$ cat src/rtl/button_debounce_1ms_pkg.sv
// Shared state encoding, default timing constants and width helper for the
// button debounce block and its prescaler.
`timescale 1ns/1ps
package button_pkg;

  typedef enum logic [1:0] {
    RELEASED  = 2'd0,
    CONFIRM_P = 2'd1,
    PRESSED   = 2'd2,
    CONFIRM_R = 2'd3
  } btnState_t;

  localparam int unsigned TICK_DIV_DEF  = 12000;
  localparam int unsigned STABLE_MS_DEF = 5;
  localparam int unsigned LONG_MS_DEF   = 1000;

  // Bits needed to hold values 0..maxVal, never less than one.
  function automatic int unsigned cntWidth(input int unsigned maxVal);
    return (maxVal < 2) ? 1 : $clog2(maxVal + 1);
  endfunction

endpackage

$ cat src/rtl/button_debounce_1ms_tick_gen.sv
// Free-running prescaler: one-cycle tick every DIV clocks, first tick DIV
// cycles after reset is released. Shared with the LED blink logic.
`timescale 1ns/1ps
module tick_gen
  import button_pkg::*;
#(
  parameter int unsigned DIV = TICK_DIV_DEF
) (
  input  logic iCLK,
  input  logic iRST,
  output logic oTICK
);

  localparam int unsigned W = cntWidth(DIV - 1);

  logic [W-1:0] count;

  assign oTICK = (count == W'(DIV - 1));

  always_ff @(posedge iCLK) begin
    if (iRST)       count <= '0;
    else if (oTICK) count <= '0;
    else            count <= count + 1'b1;
  end

endmodule

$ cat src/rtl/button_debounce_1ms.sv
// Debounces a raw push button on a 1 ms tick grid and reports press, release
// and long-press events plus a wrapping count of accepted presses.
`timescale 1ns/1ps
module button_debounce_1ms
  import button_pkg::*;
#(
  parameter int unsigned TICK_DIV  = TICK_DIV_DEF,
  parameter int unsigned STABLE_MS = STABLE_MS_DEF,
  parameter int unsigned LONG_MS   = LONG_MS_DEF
) (
  input  logic       iCLK,
  input  logic       iRST,
  input  logic       iBTN,
  output logic       oBTN,
  output logic       oPRESS,
  output logic       oRELEASE,
  output logic       oLONG,
  output logic [7:0] oCNT
);

  localparam int unsigned SW = cntWidth(STABLE_MS);
  localparam int unsigned HW = cntWidth(LONG_MS);

  logic          syncA;
  logic          s;
  logic          tick;
  btnState_t     state;
  logic [SW-1:0] stableCnt;
  logic [HW-1:0] holdCnt;

  always_ff @(posedge iCLK) begin
    if (iRST) begin
      syncA <= 1'b0;
      s     <= 1'b0;
    end else begin
      syncA <= iBTN;
      s     <= syncA;
    end
  end

  tick_gen #(.DIV(TICK_DIV)) uTick (
    .iCLK  (iCLK),
    .iRST  (iRST),
    .oTICK (tick)
  );

  // The first agreeing tick is counted on leaving a stable state, so the
  // confirm states accept on reaching STABLE_MS-1 before their increment.
  always_ff @(posedge iCLK) begin
    if (iRST) begin
      state     <= RELEASED;
      stableCnt <= '0;
      holdCnt   <= '0;
      oBTN      <= 1'b0;
      oPRESS    <= 1'b0;
      oRELEASE  <= 1'b0;
      oLONG     <= 1'b0;
      oCNT      <= '0;
    end else begin
      oPRESS   <= 1'b0;
      oRELEASE <= 1'b0;
      oLONG    <= 1'b0;
      if (tick) begin
        case (state)
          RELEASED: begin
            if (s) begin
              state     <= CONFIRM_P;
              stableCnt <= SW'(1);
            end
          end
          CONFIRM_P: begin
            if (s) begin
              if (stableCnt == SW'(STABLE_MS - 1)) begin
                state     <= PRESSED;
                stableCnt <= '0;
                holdCnt   <= '0;
                oBTN      <= 1'b1;
                oPRESS    <= 1'b1;
                oCNT      <= oCNT + 8'd1;
              end else begin
                stableCnt <= stableCnt + 1'b1;
              end
            end else begin
              state     <= RELEASED;
              stableCnt <= '0;
            end
          end
          PRESSED: begin
            if (s) begin
              if (holdCnt != HW'(LONG_MS)) begin
                holdCnt <= holdCnt + 1'b1;
                if (holdCnt == HW'(LONG_MS - 1)) oLONG <= 1'b1;
              end
            end else begin
              state     <= CONFIRM_R;
              stableCnt <= SW'(1);
            end
          end
          CONFIRM_R: begin
            if (!s) begin
              if (stableCnt == SW'(STABLE_MS - 1)) begin
                state     <= RELEASED;
                stableCnt <= '0;
                oBTN      <= 1'b0;
                oRELEASE  <= 1'b1;
              end else begin
                stableCnt <= stableCnt + 1'b1;
              end
            end else begin
              state     <= PRESSED;
              stableCnt <= '0;
            end
          end
          default: begin
            state     <= RELEASED;
            stableCnt <= '0;
          end
        endcase
      end
    end
  end

endmodule

$ cat config.mk
export PLATFORM = sky130hd
export DESIGN_NAME = button_debounce_1ms
export DESIGN_NICKNAME = d
export VERILOG_FILES = /design/src/rtl/button_debounce_1ms_pkg.sv /design/src/rtl/button_debounce_1ms_tick_gen.sv /design/src/rtl/button_debounce_1ms.sv
export SDC_FILE = /design/constraint.sdc
export NUM_CORES = 1
export LEC_CHECK = 0
export BUFFER_PORTS_ARGS = -buffer_cell sky130_fd_sc_hd__buf_2
export CORE_MARGIN = 8
export CORE_UTILIZATION = 39
export DETAILED_ROUTE_END_ITERATION = 10
export GPL_TIMING_DRIVEN = 0
export MAX_ROUTING_LAYER = met4
export PLACE_DENSITY_LB_ADDON = 0.2
export SYNTH_ARGS = -nofsm -noshare
export SYNTH_HDL_FRONTEND = slang
export SYNTH_SLANG_ARGS = --single-unit
$ cat constraint.sdc
create_clock -name iCLK -period 6.7 [get_ports iCLK]
set_clock_uncertainty 0.1 [all_clocks]
set_input_delay 0.67 -clock iCLK [delete_from_list [all_inputs] [get_ports iCLK]]
set_output_delay 0.67 -clock iCLK [all_outputs]
set_load 0.05 [all_outputs]
## After elaboration in Yosys (flattened, before gate mapping)

Index checks and enable logic that the tools add are counted.
Widths: inputs -> output; s select.

| word-level totals | value |
|---|---|
| bits in registers | 43 |
| input port bits | 3 |

| cells by class | value |
|---|---|
| add/sub/neg operators | 4 |
| equal/unequal tests | 17 |
| muxes and demuxes | 25 |
| bitwise logic cells | 6 |
| reduce and logical (&&, ||, !) cells | 12 |

Operators with widths:

| cell | number |
|---|---|
| $mux 10 | 4 |
| $pmux 10 s2 | 1 |
| $ne 2x2->1 const B | 8 |
| $mux 3 | 5 |
| $add 14x1->14 const B | 1 |
| $eq 14x14->1 const B | 1 |
| $mux 2 | 6 |
| $pmux 3 s4 | 1 |
| $reduce_and 6->1 | 2 |
| $add 10x1->10 const B | 1 |
| $eq 10x10->1 const B | 1 |
| $ne 10x10->1 const B | 1 |
| $add 8x1->8 const B | 1 |
| $pmux 2 s4 | 1 |
| $reduce_or 4->1 | 2 |
| $mux 1 | 6 |
| $ne 3x3->1 const B | 2 |
| $not 1->1 | 6 |
| $reduce_and 5->1 | 1 |
| $reduce_or 5->1 | 1 |
| $eq 2x2->1 const B | 2 |
| $reduce_and 4->1 | 1 |
| $reduce_bool 2->1 | 2 |
| $add 3x1->3 const B | 1 |
| other kinds (6) | 6 |

## Longest topological paths before layout

Gate-level depths: netlist of run 1.

| depth | value |
|---|---|
| depth in word-level cells | 4 |
| mapped depth | 7 |
| depth with buffers taken out | 6 |

## Cells and area by module

Synthesis of run 1 repeated with hierarchy kept, for this count alone.

| unflattened totals | value |
|---|---|
| cells, all modules | 245 |
| area, all modules | 2162.1 um2 |

Modules (own cells, without submodules):

| module | times used | cells each | area an instance (um2) | seq. area each (um2) |
|---|---|---|---|---|
| button_debounce_1ms | 1 | 177 | 1510.2 | 580.6 |
| tick_gen | 1 | 68 | 651.9 | 280.3 |

## Worst setup path after synthesis of run 1

OpenSTA, ideal clock, no wires.

| timing path | value |
|---|---|
| kind | register to register |
| from | reg uTick.count[0] |
| to | reg oCNT[4] |
| arrival time | 2076 ps |
| path slack | 4453 ps |
| stages on the path, launching flop included | 7 |
| path buffers | 1 |
| clock period less this slack | 2247 ps |
| cells stage by stage | dfxtp_1 ha_1 nand4_1 or4_1 buf_2 or4_1 a21oi_1 |

| on the way | value |
|---|---|
| cells in the longest elaborated chain, start to end | 2 |

Ends and longest elaborated chain:

| what | RTL line | RTL |
|---|---|---|
| start, declared | button_debounce_1ms_tick_gen.sv:16 | `logic [W-1:0] count;` |
| start signal, assigned | button_debounce_1ms_tick_gen.sv:23 | `else count <= count + 1'b1;` |
| $eq 14x14->1 | button_debounce_1ms_tick_gen.sv:18 | `assign oTICK = (count == W'(DIV - 1));` |
| $reduce_and 4->1 (no source line) | -- |  |
| end signal, assigned | button_debounce_1ms.sv:79 | `oCNT <= oCNT + 8'd1;` |
| end, declared | button_debounce_1ms.sv:18 | `output logic [7:0] oCNT` |

Every way passes these cells.
A chain may end at the register's enable or synchronous reset.

## Final worst setup path of run 1

| timing path | value |
|---|---|
| from | reg uTick.count[0] |
| to | reg holdCnt[0] |

| on the way | value |
|---|---|
| cells in the longest elaborated chain, start to end | 2 |

Ends and longest elaborated chain:

| what | RTL line | RTL |
|---|---|---|
| $eq 14x14->1 | button_debounce_1ms_tick_gen.sv:18 |  |
| $reduce_and 6->1 (no source line) | -- |  |
| end signal, assigned | button_debounce_1ms.sv:91 | `holdCnt <= holdCnt + 1'b1;` |
| end, declared | button_debounce_1ms.sv:29 | `logic [HW-1:0] holdCnt;` |

Every way passes these cells.

==> results by group, run 1 <==
Synthesis
  – Mux contribution to synthesized area: 2.00%
  – Syn Inst Count: 256
  – Simple-gate share of the synthesized area: 34.3%
  – Synth Area in Compound Gates: 11.4%
  – Yosys warnings: 0
  – Post-Synth XOR/XNOR Area: 5.21%
  – Syn_nets: 265
  – Mean Syn Cell Area: 8.54 um2
  – #FFs+latches synth: 43
  – Async S/R FF share, synth: 0%
  – Mapped Area: 0.00219 mm2
  – Post-synthesis sequential area ratio: 39.4%
  – EDFF count, synth: 0
  – Yosys top cell by area: dfxtp_1
  – Post-synthesis adder-cell area fraction: 3.43%
  – Largest family of logic cells by synthesized area: simple AND/OR/NAND/NOR gates
  – Synth top area share: 39.4%
  – Yosys cell types: 45
  – Ranking of synthesized cells by area: dfxtp_1 39%, or4_1 3.8%, nand2b_1 3.7%
  – Ys flop type: dfxtp_1

Routing
  – Routed wire length per instance: 13.7 um
  – Vias per Instance: 5.50
  – Final WL: 4.77 mm
  – DRT iter0 DRCs: 63
  – DR vias: 1,920
  – Drc violations: 0
  – Routed Antenna Nets: 0
  – Drt first pass iters: 4

Timing
  – Final Max Slew Viols: 0
  – Final WS setup: 4.07 ns
  – Min cycle time layout: 2.63 ns
  – Max Freq: 0.380 GHz
  – RSZ-0062 raised after global routing: false
  – Final period util: 39.3%
  – Hold Fails Final Rpt: 0
  – Setup TNS: 0 ns
  – Final setup violating endpoints: 0
  – Slew HR: 34.1%
  – Worst slew pin tran: 0.979 ns

Layout
  – Synth-to-layout area growth: 12.2%
  – Ratio of cells with drive above 1 in the final layout: 12.3%
  – Fin area: 0.00245 mm2
  – Final non-filler cell total: 349
  – Nets: 286
  – Post-layout util: 44.8%
  – Filler cell count: 584
  – # diodes: 0

Floorplanning
  – Initial core utilization: 39.9%
  – Core Region: 0.00547 mm2
  – Ports: 15
  – Die X-Extent: 90.9 um
  – Chip Height: 90.9 um
  – Rows: 27
  – Die area: 0.00826 mm2

Run status
  – Status: finished, final reports clean

Critical path
  – Slowest cell on the critical path: nor4_1
  – Slowest stage delay, CP: 0.86 ns
  – CP cell instances: ha_1, nand4_1, nor4_1, nand2b_1, o32ai_1
  – CP Class: flop to flop
  – Setup crit end kind: flop
  – R2R depth: 5
  – Worst EP required: 6.80 ns
  – Worst setup SP type: flop
  – Worst EP arrival: 2.73 ns
  – R2r startpoint: uTick.count[0]$_SDFF_PP0_
  – FF-to-FF End: holdCnt[0]$_SDFFE_PP0P_
  – Critical Path End: holdCnt[0]$_SDFFE_PP0P_
  – R2R Setup Slk: 4.07 ns
  – Setup crit start: uTick.count[0]$_SDFF_PP0_
  – Crit path max fanout: 9

Placed design
  – Cell Area, Placed: 0.00235 mm2
  – Pre-CTS setup slack: 4.00 ns
  – Placed cells: 342
  – Port Buf Inserts: 14
  – Final Wtd Congestion: 0.803
  – HPWL Detailed: 3.38 mm

GRT
  – First-pass GRT wire length: 8.15 mm
  – GR Util All Layers: 11.9%
  – Vias in the first global route: 1,762
  – Largest net degree at the start of global routing: 14
  – Overflow after GRT: 0
  – Initial antenna violation count: 0

Clock tree
  – Clock buffer depth: 2
  – CTS tree: done
  – Skew-Pair Late Insertion Delay: 0.29 ns
  – CTS resizes: 0
  – Hold_buf cts: 0
  – Clock sink total: 43
  – Worst-path clk slew: 0.08 ns
  – Root Buffer: clkbuf_8
  – Post-CTS Setup Repair Bufs: 0
  – CTS HTree Levels: 2
  – CTS Buf Count: 5

Power
  – Combinational fraction of design power: 3.1%
  – Clk pwr share: 41.8%
  – Power per cell area: 192 mW/mm2
  – Register share of total power: 55.1%
  – Pint: 372 uW
  – Sw power: 99.5 uW
  – Sw frac: 21.1%
  – P_leak: 0.792 nW
  – Maximum VDD drop: 110 uV

Flow run
  – Reported max-cap violation count: 0

Worst hold path
  – Worst Hold Depth: 1
  – Hold Path Class: flop to flop
==> layout make-up <==
type / instances / area (um2) / share of cell area [%]
well taps: 72 / 90.1 / 3.67
multi-input cells: 191 / 1230 / 50.3
plain buffers: 12 / 53.8 / 2.19
clock buffers: 5 / 68.8 / 2.81
inverters: 10 / 37.5 / 1.53
flip-flops and latches: 43 / 861 / 35.1
clock inverters: 2 / 37.5 / 1.53
repair buffers: 14 / 70.1 / 2.86
==> registers in the layout (all words and copies together), names as in the netlist, named ones only <==
register,count
uTick.count,14
state,1
holdCnt,10
oPRESS,1
stableCnt,3
s,1
oRELEASE,1
oBTN,1
oCNT,8
oLONG,1
syncA,1
==> placed cells by master (no fill, tap or decap), types with 5 or more instances in the layout <==
| cell | Yosys | routed |
|---|---|---|
| dfxtp_1 | 43 | 43 |
| nor2_1 | 20 | 20 |
| nand3_1 | 15 | 15 |
| buf_2 | 1 | 15 |
| nand2_1 | 13 | 13 |
| nand2b_1 | 13 | 13 |
| a21oi_1 | 13 | 13 |
| nand4_1 | 11 | 11 |
| or4_1 | 11 | 11 |
| inv_1 | 10 | 10 |
| o21ai_0 | 10 | 10 |
| clkbuf_1 | 9 | 9 |
| xnor2_1 | 9 | 9 |
| nor4_1 | 7 | 7 |
| nor2b_1 | 7 | 7 |
| nor3_1 | 7 | 7 |
| ha_1 | 6 | 6 |
| o221ai_1 | 5 | 5 |
| clkbuf_8 | 0 | 5 |
==> Yosys cell counts, types with 2 or more instances <==
cell type  number
o32ai_1         2
nor3_1          7
or2_2           2
nand4_1        11
o221ai_1        5
inv_1          10
and3_1          4
nand2_1        13
nand3b_1        2
or3b_2          4
or3_1           3
and4_1          2
o31ai_1         2
or4_1          11
xnor2_1         9
mux2_2          3
o21ai_0        10
a21oi_1        13
xor2_1          4
nand3_1        15
ha_1            6
nor4_1          7
nor2_1         20
dfxtp_1        43
nor2b_1         7
a31oi_1         2
nand2b_1       13
clkbuf_1        9
==> routing by layer <==
metal	GRT usage [%]	part of all wire, %	vias to the layer above
li1	-	-	974
met1	14.4	48	920
met2	18.9	47	24
met3	3.49	4.2	2
met4	3.27	0.61	0
met5	-	0	-
==> power groups by stage <==
stage               sequential, mW  clock (mW)  combinational, mW
global placement             0.265           0             0.0152
global route                 0.260       0.211             0.0168
floorplan                    0.267           0            0.00914
CTS                          0.260       0.203             0.0151
detailed placement           0.266           0             0.0151
finish                       0.259       0.197             0.0148
==> cells by family (layout without fill, tap and decap cells) <==
group                    Yosys count  after routing
AO/OA/AOI/OAI                     39             39
XOR/XNOR                          13             13
adder cells (fa/ha/maj)            6              6
buffers and inverters             22             43
flip-flops                        43             43
multiplexers                       4              4
AND/OR/NAND/NOR                  129            129
==> critical path: cells and delay by family, from the launching register on <==
family                   cells  cell delay [ns]
AO/OA/AOI/OAI                1             0.33
adder cells (fa/ha/maj)      1             0.21
AND/OR/NAND/NOR              3             1.54
flip-flops                   1             0.36
==> how the worst min path moves through the flow <==
| stage | startpoint | to | slack [ns] |
|---|---|---|---|
| 6_report | uTick.count[0]$_SDFF_PP0_ | uTick.count[0]$_SDFF_PP0_ | 0.35 |
| 3_3_place_gp | syncA$_SDFF_PP0_ | s$_SDFF_PP0_ | 0.32 |
| 5_1_grt | syncA$_SDFF_PP0_ | s$_SDFF_PP0_ | 0.38 |
| 2_1_floorplan | syncA$_SDFF_PP0_ | s$_SDFF_PP0_ | 0.31 |
| 4_1_cts | syncA$_SDFF_PP0_ | s$_SDFF_PP0_ | 0.36 |
| 3_5_place_dp | syncA$_SDFF_PP0_ | s$_SDFF_PP0_ | 0.34 |
==> per-stage QoR <==
stage | power, mW | hold WS [ns]
finish | 0.471 | 0.352
CTS | 0.477 | 0.356
global route | 0.488 | 0.376
floorplan | 0.276 | 0.314
detailed placement | 0.281 | 0.337
global placement | 0.281 | 0.323
Power figures use the tool's default switching activity.
==> inputs of run 2 (changes only) <==
- ABC_AREA: not set -> 1
- clock period: 6.7 -> 2.18 ns (I/O delays scaled with it)
==> results by group, run 2 <==
Layout
  – # diodes: 0 (unchanged)
  – Most frequent cells in the layout: 76 x nand2_1, 53 x nor2_1, 43 x dfxtp_1, 35 x inv_1, 27 x nand3_1
  – Top flop regs: uTick.count: 14 flops, holdCnt: 10 flops, oCNT: 8 flops
  – Commonest non-fill, non-tap cell in the layout: nand2_1
  – Largest register FFs: 14 (unchanged)
  – Nets: 365 (+28%)
  – Synth-to-layout area growth: 13.0%
  – Final non-filler cell total: 432 (+24%)
  – Fin area: 0.00257 mm2 (+5.0%)
  – Ratio of cells with drive above 1 in the final layout: 13.7% (+1.5 points)
  – Largest Register: uTick.count
  – Post-layout util: 44.5% (-0.26 points)

Synthesis
  – Post-synthesis adder-cell area fraction: 3.29% (-0.14 points)
  – Yosys top cell by area: dfxtp_1
  – Ys flop type: dfxtp_1
  – Synth top area share: 37.8% (-1.6 points)
  – Post-Synth XOR/XNOR Area: 3.08% (-2.1 points)
  – Syn Inst Count: 335 (+31%)
  – Largest family of logic cells by synthesized area: simple AND/OR/NAND/NOR gates
  – Synth Area in Compound Gates: 6.81% (-4.6 points)
  – Post-synthesis sequential area ratio: 37.8% (-1.6 points)
  – Syn_nets: 344 (+30%)
  – Yosys cell types: 30 (-33%)
  – Ranking of synthesized cells by area: dfxtp_1 38%, nand2_1 13%, nor2_1 8.7%
  – Mean Syn Cell Area: 6.80 um2 (-20%)
  – #FFs+latches synth: 43 (unchanged)
  – Yosys warnings: 0 (unchanged)
  – Mapped Area: 0.00228 mm2 (+4.2%)
  – Simple-gate share of the synthesized area: 40.4% (+6.1 points)
  – Top post-synthesis cells by count: 76 x nand2_1, 53 x nor2_1, 43 x dfxtp_1
  – Async S/R FF share, synth: 0% (unchanged)
  – Mux contribution to synthesized area: 0% (-2.0 points)
  – Top-count cell post-synth: nand2_1
  – EDFF count, synth: 0 (unchanged)

GRT
  – Overflow after GRT: 0 (unchanged)
  – Largest net degree at the start of global routing: 14 (unchanged)
  – Initial antenna violation count: 0 (unchanged)
  – Vias in the first global route: 1,884 (+6.9%)
  – GR Util All Layers: 12.0% (+0.071 points)
  – First-pass GRT wire length: 8.34 mm (+2.3%)

Floorplanning
  – Die area: 0.00854 mm2 (+3.5%)
  – Initial core utilization: 39.4% (-0.52 points)
  – Chip Height: 92.4 um (+1.7%)
  – Die X-Extent: 92.4 um (+1.7%)
  – Core Region: 0.00578 mm2 (+5.6%)
  – Rows: 28 (+3.7%)
  – Ports: 15 (unchanged)

Power
  – Maximum VDD drop: 244 uV (+120%)
  – P_leak: 1.10 nW (+38%)
  – Power per cell area: 610 mW/mm2 (+220%)

Clock tree
  – CTS HTree Levels: 2 (unchanged)
  – CTS resizes: 0 (unchanged)
  – Worst-path clk slew: 0.09 ns (about the same)
  – Clock sink total: 43 (unchanged)
  – Clock buffer depth: 2 (unchanged)
  – CTS Buf Count: 5 (unchanged)
  – CTS tree: done
  – Skew-Pair Late Insertion Delay: 0.30 ns (about the same)
  – Post-CTS Setup Repair Bufs: 0 (unchanged)
  – Hold_buf cts: 0 (unchanged)
  – Root Buffer: clkbuf_8

Critical path
  – CP most frequent cell: nand2_1
  – Worst setup SP type: flop
  – Worst EP required: 2.26 ns (-4.54 ns)
  – Crit path max fanout: 10 (+1)
  – CP Class: flop to flop
  – Worst EP arrival: 1.97 ns (-0.76 ns)
  – Slowest cell on the critical path: dfxtp_1
  – Setup crit end kind: flop
  – Delay-heaviest family, CP: simple AND/OR/NAND/NOR gates
  – CP bufs+invs: 1 (+1)
  – CP cell instances: ha_1, nand3_2, nor2_2, nand2_1, nand2_1, buf_2, nor2_1
  – Slowest stage delay, CP: 0.36 ns (-0.50 ns)

Placed design
  – Cell Area, Placed: 0.00244 mm2 (+4.1%)
  – Placed cells: 424 (+24%)
  – Final Wtd Congestion: 0.881 (+9.7%)
  – Port Buf Inserts: 14 (unchanged)
  – HPWL Detailed: 3.55 mm (+5.0%)

Routing
  – Routed Antenna Nets: 0 (unchanged)
  – Metal-1 WL: 2.50 mm (+8.6%)
  – Routed wire length per instance: 11.3 um (-17%)
  – DRT iter0 DRCs: 84 (+33%)
  – DR vias: 2,068 (+7.7%)
  – Final WL: 4.90 mm (+2.7%)
  – Metal2 WL: 2.18 mm (-2.4%)
  – WL met3: 145 um (-28%)
  – Vias per Instance: 4.79 (-13%)
  – Drc violations: 0 (unchanged)
  – Top Metal Used: met4
  – Drt first pass iters: 4 (unchanged)

Timing
  – Slew HR: 71.4% (+37 points)
  – Final period util: 86.7% (+47 points)
  – Hold Fails Final Rpt: 0 (unchanged)
  – Max Freq: 0.529 GHz (+39%)
  – Min cycle time layout: 1.89 ns (-0.740 ns)
  – RSZ-0062 raised after global routing: false
  – Setup TNS: 0 ns (unchanged)
  – Final Max Slew Viols: 0 (unchanged)
  – WHS: 0.0165 ns (-0.335 ns)
  – Final setup violating endpoints: 0 (unchanged)
  – Worst slew pin tran: 0.429 ns (-0.550 ns)

Worst hold path
  – Hold Path Class: input pin to flop

Run status
  – Status: finished, final reports clean

Flow run
  – Reported max-cap violation count: 0 (unchanged)
## run 2: cell count changes after synthesis, sizes merged, moves of 6 or more
cell / delta
or4: -11
xnor2: -6
nor2b: -7
clkbuf: -8
nor3: +10
nand2b: -13
inv: +32
nand3: +14
a21oi: +6
nor2: +37
nand2: +68
## run 2: logic make-up (layout without fill, tap and decap cells)
group | count (synthesis) | after routing
flops | 43 | 43
fa+ha+maj | 6 | 6
compound gates | 29 | 29
buf+inv | 49 | 71
xor+xnor | 8 | 8
simple gates | 200 | 200
## run 2: path summary, 6_finish.rpt
path | startpoint | to | slack [ns] | cells after the start
max | uTick.count[0]$_SDFF_PP0_ | uTick.count[0]$_SDFF_PP0_ | 0.29 | 7
min | iBTN | syncA$_SDFF_PP0_ | 0.02 | 3
max reg2reg | uTick.count[0]$_SDFF_PP0_ | uTick.count[0]$_SDFF_PP0_ | 0.29 | 7
min reg2reg | syncA$_SDFF_PP0_ | s$_SDFF_PP0_ | 0.31 | 2
## run 2: power breakdown
group          leakage [nW]  switching [mW]  internal, mW
logic                 0.683          0.0260        0.0105
registers             0.347         0.00357         0.791
clock network        0.0654           0.282         0.458
total                  1.10           0.312          1.26
## run 2: final cells by class
cell class	instances	area [um2]
tap	75	93.8
clock inverter	2	60.1
clock buffer	6	72.6
inverter	43	161
fill	606	3210
buffer	6	35.0
timing repair buffer	14	70.1
sequential	43	861
multi-input combinational	243	1220
## run 2: per-layer routing
| metal | up-vias | GRT usage [%] |
|---|---|---|
| li1 | 1114 | - |
| met1 | 935 | 14.4 |
| met2 | 14 | 19.1 |
| met3 | 5 | 3.07 |
| met4 | 0 | 4.16 |
| met5 | - | - |
## run 2: worst register-to-register path: cells and delay by family (launching register included)
family | cells | cell delay, ns
buffers and inverters | 1 | 0.27
DFF | 1 | 0.36
and+or+nand+nor | 5 | 0.83
adders and majority gates | 1 | 0.22
## run 2: stage by stage
step                      total power [mW]  setup slack (ns)
after floorplan                      0.838             0.515
after global placement               0.850             0.271
after detailed placement             0.850             0.260
after CTS                             1.59             0.254
after global routing                  1.62            0.0788
final                                 1.57             0.290
==> inputs of run 3 (changes only) <==
- SETUP_SLACK_MARGIN: not set -> 0.3
==> results by group, run 3 (same netlist as run 2, synthesis figures left out) <==
Timing
  – Max Freq: 0.575 GHz (+8.6%)
  – WHS: 0.0152 ns (-0.00132 ns)
  – Final period util: 79.8% (-6.9 points)
  – Slew HR: 71.9% (+0.47 points)
  – Final setup violating endpoints: 0 (unchanged)
  – Hold Fails Final Rpt: 0 (unchanged)
  – Final Max Slew Viols: 0 (unchanged)
  – Setup TNS: 0 ns (unchanged)
  – RSZ-0062 raised after global routing: false
  – Worst slew pin tran: 0.422 ns (-0.00708 ns)
  – Min cycle time layout: 1.74 ns (-0.150 ns)

Routing
  – Drc violations: 0 (unchanged)
  – DRT iter0 DRCs: 72 (-14%)
  – Final WL: 4.87 mm (-0.55%)
  – Vias per Instance: 4.80 (+0.27%)
  – Top Metal Used: met4
  – Metal-1 WL: 2.41 mm (-3.8%)
  – Routed wire length per instance: 11.2 um (-1.2%)
  – Routed Antenna Nets: 0 (unchanged)
  – DR vias: 2,088 (+0.97%)
  – Drt first pass iters: 4 (unchanged)
  – Metal2 WL: 2.24 mm (+2.6%)
  – WL met3: 158 um (+9.0%)

Placed design
  – Final Wtd Congestion: 0.881 (unchanged)
  – Placed cells: 424 (unchanged)
  – Port Buf Inserts: 14 (unchanged)
  – HPWL Detailed: 3.55 mm (unchanged)

Clock tree
  – CTS tree: done
  – CTS Buf Count: 5 (unchanged)
  – Clock sink total: 43 (unchanged)
  – Hold_buf cts: 0 (unchanged)
  – CTS HTree Levels: 2 (unchanged)
  – Root Buffer: clkbuf_8
  – Clock buffer depth: 2 (unchanged)
  – Skew-Pair Late Insertion Delay: 0.30 ns (about the same)
  – Worst-path clk slew: 0.09 ns (about the same)

Critical path
  – Worst setup SP type: flop
  – Worst EP arrival: 1.84 ns (-0.13 ns)
  – CP Class: flop to flop
  – R2R depth: 9 (+2)
  – Worst EP required: 2.28 ns (+0.02 ns)
  – CP cell instances: ha_2, nand3_4, nor2_4, nand3_4, nor2_8, nand2_4, buf_6, a21oi_1, nor2_1
  – R2R Setup Slk: 0.44 ns (+0.15 ns)
  – Crit path max fanout: 10 (unchanged)
  – FF-to-FF End: holdCnt[1]$_SDFFE_PP0P_
  – CP most frequent cell: nand3_4
  – Setup crit end kind: flop
  – Critical Path End: holdCnt[1]$_SDFFE_PP0P_
  – Slowest stage delay, CP: 0.36 ns (about the same)
  – Setup crit start: uTick.count[0]$_SDFF_PP0_
  – Slowest cell on the critical path: dfxtp_1
  – R2r startpoint: uTick.count[0]$_SDFF_PP0_

Power
  – P_leak: 1.11 nW (+1.0%)
  – Maximum VDD drop: 244 uV (-0.16%)
  – Power per cell area: 596 mW/mm2 (-2.3%)

Floorplanning
  – Ports: 15 (unchanged)
  – Die area: 0.00854 mm2 (unchanged)
  – Rows: 28 (unchanged)
  – Core Region: 0.00578 mm2 (unchanged)
  – Initial core utilization: 39.4% (unchanged)
  – Chip Height: 92.4 um (unchanged)
  – Die X-Extent: 92.4 um (unchanged)

GRT
  – First-pass GRT wire length: 8.32 mm (-0.17%)
  – Largest net degree at the start of global routing: 14 (unchanged)
  – Vias in the first global route: 1,887 (+0.16%)
  – GR Util All Layers: 12.0% (-0.017 points)
  – Initial antenna violation count: 0 (unchanged)
  – Overflow after GRT: 0 (unchanged)

Layout
  – # diodes: 0 (unchanged)
  – Most frequent cells in the layout: 74 x nand2_1, 52 x nor2_1, 43 x dfxtp_1, 35 x inv_1, 26 x nand3_1
  – Ratio of cells with drive above 1 in the final layout: 15.8% (+2.1 points)
  – Nets: 368 (+0.82%)
  – Commonest non-fill, non-tap cell in the layout: nand2_1
  – Top flop regs: uTick.count: 14 flops, holdCnt: 10 flops, oCNT: 8 flops
  – Largest Register: uTick.count
  – Filler cell count: 601 (-0.83%)
  – Synth-to-layout area growth: 16.0%
  – Largest register FFs: 14 (unchanged)
  – Final non-filler cell total: 435 (+0.69%)

Worst hold path
  – Hold Path Class: input pin to flop
  – Worst Hold Depth: 3 (unchanged)

Flow run
  – Reported max-cap violation count: 0 (unchanged)

Run status
  – Status: finished, final reports clean
[run 3: cell count changes in the layout (fill, tap and decap cells not counted), sizes merged]
cell	before	now
buf	19	21
clkbuf	7	8
[run 3: power by group]
part	leakage [nW]	total (mW)	switching [mW]	internal [mW]
clock network	0.0654	0.742	0.284	0.458
registers	0.347	0.795	0.00411	0.791
logic	0.694	0.0386	0.0268	0.0118
[run 3: metrics by stage]
stage               util [%]  power [mW]  setup slack [ns]  cell area, um2
finish                  45.7        1.58             0.440            2640
CTS                     44.6        1.59             0.305            2580
global placement        42.3       0.850             0.271            2440
global route            45.7        1.62             0.306            2640
floorplan                  -       0.838             0.515            2280
detailed placement      42.3       0.850             0.260            2440
[run 3: area by class of cell]
type,count,area (um2),area share (%)
multi-input cells,243,1260,47.7
flip-flops and latches,43,861,32.6
inverters,43,161,6.11
well taps,75,93.8,3.55
repair buffers,17,92.6,3.50
clock buffers,6,72.6,2.75
clock inverters,2,60.1,2.27
plain buffers,6,40.0,1.52
[run 3: how the worst min path moves through the flow]
stage	startpoint	to	slack, ns
5_1_grt	iBTN	syncA$_SDFF_PP0_	0.02
4_1_cts	iBTN	syncA$_SDFF_PP0_	0.01
2_1_floorplan	iBTN	syncA$_SDFF_PP0_	0.22
3_3_place_gp	syncA$_SDFF_PP0_	s$_SDFF_PP0_	0.30
6_report	iBTN	syncA$_SDFF_PP0_	0.02
3_5_place_dp	syncA$_SDFF_PP0_	s$_SDFF_PP0_	0.30
[run 3: timing repair]
| item | CTS | global route |
|---|---|---|
| endpoints found under the setup margin | 15 | 24 |
| buffers inserted | 0 | 3 |
| pin swaps | 0 | 2 |
| resized for setup | 2 | 9 |
| endpoints found under the hold margin | 0 | 0 |
[run 3: critical path: cells and delay by family, from the launching register on]
family | cells | cell delay (ns)
buffers and inverters | 1 | 0.14
flip-flops | 1 | 0.36
AND/OR/NAND/NOR | 6 | 0.69
adder cells (fa/ha/maj) | 1 | 0.23
AO/OA/AOI/OAI | 1 | 0.12
[run 3: metal layers]
| metal | GRT usage, % | up-vias |
|---|---|---|
| li1 | - | 1118 |
| met1 | 14.3 | 948 |
| met2 | 19.2 | 16 |
| met3 | 3.07 | 6 |
| met4 | 4.16 | 0 |
| met5 | - | - |
